File: src/rtl/fifo_pkg.sv
// Shared sizing helpers for the synchronous FIFO slice.
// Pointer width is log2(DEPTH); the occupancy counter needs one extra bit to represent "full".
`ifndef FIFO_CNT_W
`define FIFO_CNT_W(depth) ($clog2(depth) + 1)
`endif

package fifo_pkg;

  function automatic int ptr_width(input int depth);
    return (depth > 1) ? $clog2(depth) : 1;
  endfunction

  function automatic int cnt_width(input int depth);
    return `FIFO_CNT_W(depth);
  endfunction

endpackage

File: src/rtl/fifo_mem.sv
// DEPTH x DATA_W register array with one synchronous write port and one registered read port.
// Only the read register is reset; the array itself is left uninitialised.
module fifo_mem
  import fifo_pkg::*;
#(
  parameter int DATA_W = 8,
  parameter int DEPTH  = 16,
  parameter int ADDR_W = ptr_width(DEPTH)
) (
  input  logic              clk,
  input  logic              rst_n,
  input  logic              wr_en,
  input  logic [ADDR_W-1:0] wr_addr,
  input  logic [DATA_W-1:0] wr_data,
  input  logic              rd_en,
  input  logic [ADDR_W-1:0] rd_addr,
  output logic [DATA_W-1:0] rd_data
);

  logic [DATA_W-1:0] mem [DEPTH];

  always_ff @(posedge clk) begin
    if (wr_en) begin
      mem[wr_addr] <= wr_data;
    end
  end

  // rd_data holds its last value whenever no read is accepted
  always_ff @(posedge clk or negedge rst_n) begin
    if (!rst_n) begin
      rd_data <= '0;
    end else if (rd_en) begin
      rd_data <= mem[rd_addr];
    end
  end

endmodule

File: src/rtl/sync_fifo_flags.sv
// Parametrised synchronous FIFO with occupancy count, almost-full/empty thresholds,
// sticky overflow/underflow flags and synchronous flush. All outputs are registered.
module sync_fifo_flags
  import fifo_pkg::*;
#(
  parameter int DATA_W    = 8,
  parameter int DEPTH     = 16,
  parameter int AFULL_TH  = DEPTH - 2,
  parameter int AEMPTY_TH = 2
) (
  input  logic                          clk,
  input  logic                          rst_n,
  input  logic                          clr,
  input  logic                          wr_en,
  input  logic [DATA_W-1:0]             wr_data,
  input  logic                          rd_en,
  output logic [DATA_W-1:0]             rd_data,
  output logic                          rd_valid,
  output logic                          full,
  output logic                          empty,
  output logic                          almost_full,
  output logic                          almost_empty,
  output logic [`FIFO_CNT_W(DEPTH)-1:0] count,
  output logic                          overflow,
  output logic                          underflow
);

  localparam int PTR_W = ptr_width(DEPTH);
  localparam int CNT_W = cnt_width(DEPTH);

  if (DATA_W < 1) begin : g_bad_width
    $error("sync_fifo_flags: DATA_W must be at least 1");
  end
  if (DEPTH < 2 || DEPTH > 256 || (DEPTH & (DEPTH - 1)) != 0) begin : g_bad_depth
    $error("sync_fifo_flags: DEPTH must be a power of two in 2..256");
  end
  if (AFULL_TH < 1 || AFULL_TH > DEPTH) begin : g_bad_afull
    $error("sync_fifo_flags: AFULL_TH must lie in 1..DEPTH");
  end
  if (AEMPTY_TH < 0 || AEMPTY_TH > DEPTH - 1) begin : g_bad_aempty
    $error("sync_fifo_flags: AEMPTY_TH must lie in 0..DEPTH-1");
  end

  logic [PTR_W-1:0] wr_ptr;
  logic [PTR_W-1:0] rd_ptr;
  logic [CNT_W-1:0] count_next;
  logic             wr_acc;
  logic             rd_acc;

  // A flush swallows same-cycle requests, so neither side is accepted while clr is high
  assign wr_acc = wr_en & ~full  & ~clr;
  assign rd_acc = rd_en & ~empty & ~clr;

  always_comb begin
    count_next = count;
    if (clr) begin
      count_next = '0;
    end else begin
      count_next = count + CNT_W'(wr_acc) - CNT_W'(rd_acc);
    end
  end

  fifo_mem #(
    .DATA_W (DATA_W),
    .DEPTH  (DEPTH),
    .ADDR_W (PTR_W)
  ) u_mem (
    .clk     (clk),
    .rst_n   (rst_n),
    .wr_en   (wr_acc),
    .wr_addr (wr_ptr),
    .wr_data (wr_data),
    .rd_en   (rd_acc),
    .rd_addr (rd_ptr),
    .rd_data (rd_data)
  );

  // Flags are registered from count_next so they always agree with count
  always_ff @(posedge clk or negedge rst_n) begin
    if (!rst_n) begin
      wr_ptr       <= '0;
      rd_ptr       <= '0;
      count        <= '0;
      full         <= 1'b0;
      empty        <= 1'b1;
      almost_full  <= 1'b0;
      almost_empty <= 1'b1;
      rd_valid     <= 1'b0;
      overflow     <= 1'b0;
      underflow    <= 1'b0;
    end else begin
      count        <= count_next;
      full         <= (count_next == CNT_W'(DEPTH));
      empty        <= (count_next == '0);
      almost_full  <= (count_next >= CNT_W'(AFULL_TH));
      almost_empty <= (count_next <= CNT_W'(AEMPTY_TH));
      rd_valid     <= rd_acc;
      if (clr) begin
        wr_ptr    <= '0;
        rd_ptr    <= '0;
        overflow  <= 1'b0;
        underflow <= 1'b0;
      end else begin
        if (wr_acc) begin
          wr_ptr <= wr_ptr + PTR_W'(1);
        end
        if (rd_acc) begin
          rd_ptr <= rd_ptr + PTR_W'(1);
        end
        if (wr_en && full) begin
          overflow <= 1'b1;
        end
        if (rd_en && empty) begin
          underflow <= 1'b1;
        end
      end
    end
  end

endmodule

File: config.mk
export PLATFORM = sky130hd
export DESIGN_NAME = sync_fifo_flags
export DESIGN_NICKNAME = d
export VERILOG_FILES = /design/src/rtl/fifo_pkg.sv /design/src/rtl/fifo_mem.sv /design/src/rtl/sync_fifo_flags.sv
export SDC_FILE = /design/constraint.sdc
export NUM_CORES = 1
export LEC_CHECK = 0
export ABC_AREA = 1
export CELL_PAD_IN_SITES_DETAIL_PLACEMENT = 2
export CELL_PAD_IN_SITES_GLOBAL_PLACEMENT = 2
export CORE_ASPECT_RATIO = 0.8
export CORE_MARGIN = 1
export CORE_UTILIZATION = 40
export CTS_CLUSTER_SIZE = 40
export DETAILED_ROUTE_END_ITERATION = 8
export PLACE_DENSITY = 0.88
export SLEW_MARGIN = 20
export SYNTH_ARGS = -nofsm -noshare
export SYNTH_HDL_FRONTEND = slang
export SYNTH_HIERARCHICAL = 1
export SYNTH_SLANG_ARGS = --single-unit
File: constraint.sdc
create_clock -name clk -period 3.85 [get_ports clk]
set_input_delay 0.9625 -clock clk [delete_from_list [all_inputs] [get_ports clk]]
set_output_delay 0.9625 -clock clk [all_outputs]
set_load 0.05 [all_outputs]
== After elaboration in Yosys (flattened, before gate mapping) ==
Memories as Yosys holds them, arrays and structs flattened. A register that Yosys moved wholly into a read port is not among the register bits.
Cells that the tools add are included.

* Register bits after elaboration: 20
* Bits in writable memories: 128
* Input bits: 13
* Output and inout bits: 20
* Logic and storage cells: 44
* Memories kept: 1

{| class="wikitable"
|+ Memory list
! name !! words !! width !! rd ports !! clocked after memory_dff !! wr ports !! RTL line !! text
|-
| u_mem.mem || 16 || 8 || 1 || 1 || 1 || fifo_mem.sv:20 || <nowiki>logic [DATA_W-1:0] mem [DEPTH];</nowiki>
|}

* Add/sub/neg operators: 4
* Order comparisons: 2
* Equality and inequality tests: 1
* Multiplexer cells: 11
* Bitwise logic cells: 7
* Reductions and logical operators: 8

{| class="wikitable"
|+ Operators by type and width
! cell !! count
|-
| $mux W4 || 4
|-
| $add A4 B1 Y4 const B || 2
|-
| $reduce_bool A2 Y1 || 4
|-
| $mux W1 || 6
|-
| $add A5 B1 Y5 || 1
|-
| $eq A5 B5 Y1 const B || 1
|-
| $ge A5 B4 Y1 const B || 1
|-
| $le A5 B2 Y1 const B || 1
|-
| $logic_not A5 Y1 || 1
|-
| $mux W5 || 1
|-
| $sub A5 B1 Y5 || 1
|-
| $and A1 B1 Y1 || 4
|-
| $not A1 Y1 || 3
|-
| $logic_and A1 B1 Y1 || 2
|-
| $logic_not A1 Y1 || 1
|}

== Logic depth before layout (Yosys ltp) ==
* Depth after elaboration: 7
* Gate-level depth with buffers: 17
* Mapped depth without buffers: 17

== Cells and area by module ==
Netlist, hierarchy kept.

{| class="wikitable"
|+ Modules (own cells, without submodules)
! module !! times used !! cells an instance !! area an instance (sq um) !! seq. area each (sq um)
|-
| fifo_mem || 1 || 483 || 5635.4 || 4043.9
|-
| sync_fifo_flags || 1 || 129 || 1059.8 || 503.0
|}

== Worst setup path before layout ==
OpenSTA, ideal clock, no wires.

* Path type: input port to flip-flop
* Start point: input clr
* End point: register empty
* Library setup time: 0.067 ns
* Arrival: 2.849 ns
* Required time: 3.783 ns
* Slack: 0.934 ns
* Stages on the path: 16
* Buffers on the path: 1
* Cell sequence: buf_6 nor2_1 inv_1 ha_1 inv_1 ha_1 inv_1 fa_1 inv_1 nand2_2 inv_2 nor2_1 nand2_1 clkinv_1 nand2_1 nor2_1

* Longest elaborated chain between the ends: 6
* Elaborated cells between the ends (all ways): 7
* Those cells by class: 2 x add/sub; 1 x mux; 3 x bitwise; 1 x reduce/logical

{| class="wikitable"
|+ RTL lines
! what !! RTL line !! text
|-
| start: declaration || sync_fifo_flags.sv:13 || <nowiki>input logic clr,</nowiki>
|-
| $not A1 Y1 || sync_fifo_flags.sv:51 || <nowiki>assign wr_acc = wr_en & ~full & ~clr;</nowiki>
|-
| $and A1 B1 Y1 || sync_fifo_flags.sv:51 ||
|-
| named net wr_acc || sync_fifo_flags.sv:47 || <nowiki>logic wr_acc;</nowiki>
|-
| $add A5 B1 Y5 || sync_fifo_flags.sv:59 || <nowiki>count_next = count + CNT_W'(wr_acc) - CNT_W'(rd_acc);</nowiki>
|-
| $sub A5 B1 Y5 || sync_fifo_flags.sv:59 ||
|-
| $mux W5 || sync_fifo_flags.sv:56 || <nowiki>if (clr) begin</nowiki>
|-
| named net count_next[1] || sync_fifo_flags.sv:46 || <nowiki>logic [CNT_W-1:0] count_next;</nowiki>
|-
| $logic_not A5 Y1 || sync_fifo_flags.sv:94 || <nowiki>empty <= (count_next == '0);</nowiki>
|-
| end signal: assignment || sync_fifo_flags.sv:94 ||
|-
| end: declaration || sync_fifo_flags.sv:20 || <nowiki>output logic empty,</nowiki>
|}

The timed path passes the listed nets, and every way through them passes these cells.
A chain may end at the register's enable or synchronous reset.

== Worst setup path in the final report ==
* Start point: input wr_en
* End point: register empty

* Longest elaborated chain between the ends: 6

{| class="wikitable"
|+ RTL lines
! what !! RTL line !! text
|-
| start: declaration || sync_fifo_flags.sv:14 || <nowiki>input logic wr_en,</nowiki>
|-
| $and A1 B1 Y1 (2 in series) || sync_fifo_flags.sv:51 ||
|-
| named net wr_acc || sync_fifo_flags.sv:47 ||
|-
| $add A5 B1 Y5 || sync_fifo_flags.sv:59 ||
|-
| $sub A5 B1 Y5 || sync_fifo_flags.sv:59 ||
|-
| $mux W5 || sync_fifo_flags.sv:56 ||
|-
| named net count_next[1] || sync_fifo_flags.sv:46 ||
|-
| $logic_not A5 Y1 || sync_fifo_flags.sv:94 ||
|}

The timed path passes the listed nets, and every way through them passes these cells.

==> flow_summary.json <==
{
  "status": "finished clean",
  "die_y_um": 117.7,
  "ys_warn_count": 6,
  "fp.coreArea_um2": 16060,
  "post-place-cells": 855,
  "rsz0062_at_grt": "false",
  "grt_use_total_pct": 26.34,
  "instances_no_fill": 887,
  "postCtsSetupBuffers": 0,
  "hold_viol_final": 0,
  "cts_tree": "done",
  "holdCritStartpoint": "u_mem/rd_data[1]",
  "grt_max_degree": 68,
  "fin_crit_sh_pct": 85.72,
  "crit_type": "in2reg",
  "cts_hold_buffers": 0,
  "powerDensity_nw_per_um2": 662.6,
  "clkTransAtPathRegs_ns": 0.07,
  "via_per_inst": 5.373,
  "reg2reg_to": "empty",
  "cts_sinks": 156,
  "grt_pass1_vias": 5514,
  "numCtsBuffers": 17,
  "die-area_um2": 17260,
  "hold_class": "reg2reg",
  "total_power_mw": 5.143,
  "timing.fmax_mhz": 303.0,
  "totalWireLength_um": 21670,
  "grt_pass1_wl_um": 32580,
  "n_fill_cell": 1648,
  "drc": 0,
  "cts_root_buf": "clkbuf_16",
  "cap_violations": 0,
  "syn_avg_cell_area_um2": 10.94,
  "syn_inst": 612,
  "mappedNetlistNets": 633,
  "skew_ns": 0.01078,
  "dr.pass1.iters": 5,
  "drive_gt1_share_pct": 10.27,
  "num_vias": 4766,
  "rr_worst_depth": 17,
  "worst_pin_slew_ns": 0.9842,
  "ir_drop_v": 0.0003468,
  "ys_ff_latch": 156,
  "syn_to_final_growth_pct": 15.94,
  "setup_viol": 0,
  "antenna_found_initial": 0,
  "start_util_pct": 41.70,
  "final_nets": 680,
  "startpoint_type": "primary input",
  "cts_buffer_depth": 2,
  "clock_latency_ns": 0.43,
  "min_period_ns": 3.300,
  "gp_congestion": 0.7932,
  "netlist_area_um2": 6695,
  "r2r-start": "full",
  "setup-tns-final_ns": 0,
  "power_leakage_nw": 3.067,
  "avgRoutedWirePerCell_um": 24.43,
  "dp_hpwl_um": 13950,
  "ff2ff_setup_slack_ns": 1.11,
  "h-tree-depth": 4,
  "cts_resized": 0,
  "crit_arrival_ns": 3.66,
  "antenna_left": 0,
  "endpoint_kind": "register",
  "drv_slew": 0,
  "antenna_cells": 0,
  "critPathRequiredTime_ns": 4.21,
  "min_path_cells": 2,
  "num_rows": 41,
  "slew-limit-headroom_pct": 34.38,
  "whs_endpoint": "u_mem/rd_data[1]",
  "drt_iter0_markers": 330,
  "synth.distinct_cells": 25,
  "io_pins": 33,
  "crit_fanout": 4,
  "grt-ovfl-total": 0,
  "die_w_um": 146.6,
  "portBuffers": 32,
  "yosysSeqAreaShare_pct": 67.91
}
-- through the flow --
stage               hold WS [ns]  area [µm²]  setup slack (ns)  util (%)
floorplan                 0.4813        6695            0.9335         -
global placement          0.4643        7179            0.4356     44.71
detailed placement        0.4902        7179            0.1272     44.71
CTS                       0.5010        7761            0.5507     48.34
global route              0.5566        7762            0.3414     48.34
finish                    0.4980        7762            0.5496     48.34
-- cells in the mapped netlist --
| library cell | count | share of area (%) |
|---|---|---|
| nand2_1 | 220 | 12 |
| edfxtp_1 | 128 | 57 |
| nand3_1 | 106 | 7.9 |
| nor2_1 | 38 | 2.1 |
| dfrtp_1 | 26 | 9.7 |
| inv_1 | 26 | 1.5 |
| buf_6 | 10 | 1.7 |
| a21oi_1 | 9 | 0.67 |
| buf_4 | 8 | 0.90 |
| clkbuf_8 | 7 | 1.4 |
| ha_1 | 7 | 1.3 |
| inv_2 | 6 | 0.34 |
| clkinv_1 | 3 | 0.17 |
| o21ai_1 | 3 | 0.22 |
| buf_2 | 2 | 0.15 |
| dfstp_2 | 2 | 0.78 |
| nand3_2 | 2 | 0.30 |
| nor3_1 | 2 | 0.15 |
| and3_1 | 1 | 0.094 |
| fa_1 | 1 | 0.30 |
| nand2_2 | 1 | 0.094 |
| nand4_1 | 1 | 0.094 |
| nor2_2 | 1 | 0.094 |
| nor2_4 | 1 | 0.17 |
| o21ai_0 | 1 | 0.075 |
-- worst max path at each step --
stage,from,to,cells past startpoint
floorplan,clr,empty,16
global placement,wr_en,empty,17
detailed placement,rd_en,empty,18
CTS,wr_en,empty,17
global route,wr_en,empty,17
finish,wr_en,empty,17
-- report_power, final --
group,internal (mW),switching [mW]
Clock,0.914,0.733
Combinational,0.416,1.05
Sequential,1.95,0.0880
-- cells in the final DEF (no fill, tap or decap), drive strengths merged --
cell type / netlist / routed
o21ai: 4 / 4
fa: 1 / 1
inv: 32 / 35
clkdlybuf4s50: 0 / 32
dfstp: 2 / 2
and3: 1 / 1
clkbuf: 7 / 19
nand3: 108 / 108
buf: 20 / 23
a21oi: 9 / 9
nor3: 2 / 2
nand4: 1 / 1
nand2: 221 / 221
dfrtp: 26 / 26
ha: 7 / 7
clkinvlp: 0 / 3
edfxtp: 128 / 128
clkinv: 3 / 10
nor2: 40 / 40
-- routing by layer --
metal | vias to the layer above | GRT usage [%] | wire (µm)
met5 | - | 0 | 0
met4 | 0 | 9.831 | 463
met3 | 34 | 4.884 | 850
met2 | 107 | 47.51 | 11520
met1 | 2470 | 31.01 | 8835
li1 | 2155 | - | -
-- logic make-up (layout without fill, tap and decap cells) --
kind of cell,after synthesis,after routing,synth area share [%]
buffers and inverters,62,122,6.130
AND/OR/NAND/NOR,373,373,23.38
AO/OA/AOI/OAI,13,13,0.9716
adder cells (fa/ha/maj),8,8,1.607
flip-flops,156,156,67.91
-- registers in the layout (all words and copies together) (netlist names) --
signal	cells
underflow	1
u_mem/rd_data	8
count	5
almost_empty	1
overflow	1
u_mem/mem	128
rd_ptr	4
full	1
empty	1
almost_full	1
wr_ptr	4
rd_valid	1
-- cell type report --
type | instances | area (µm²) | area share, %
timing repair buffer | 55 | 493.0 | 6.351
inverter | 35 | 132.6 | 1.709
multi-input combinational | 394 | 1738 | 22.39
clock inverter | 13 | 106.4 | 1.370
tap | 215 | 269.0 | 3.466
sequential | 156 | 4548 | 58.59
clock buffer | 19 | 475.5 | 6.125
-- critical path, stage by stage --
cell,delay (ns)
clkdlybuf4s50_1,0.52
nand2_1,0.14
nor2_1,0.18
inv_1,0.10
ha_1,0.30
inv_1,0.08
ha_1,0.19
inv_1,0.07
fa_1,0.52
inv_1,0.07
nand2_2,0.08
inv_2,0.05
nor2_1,0.11
nand2_1,0.07
clkinv_1,0.05
nand2_1,0.06
nor2_1,0.12
(Power assumes the default switching activity.)
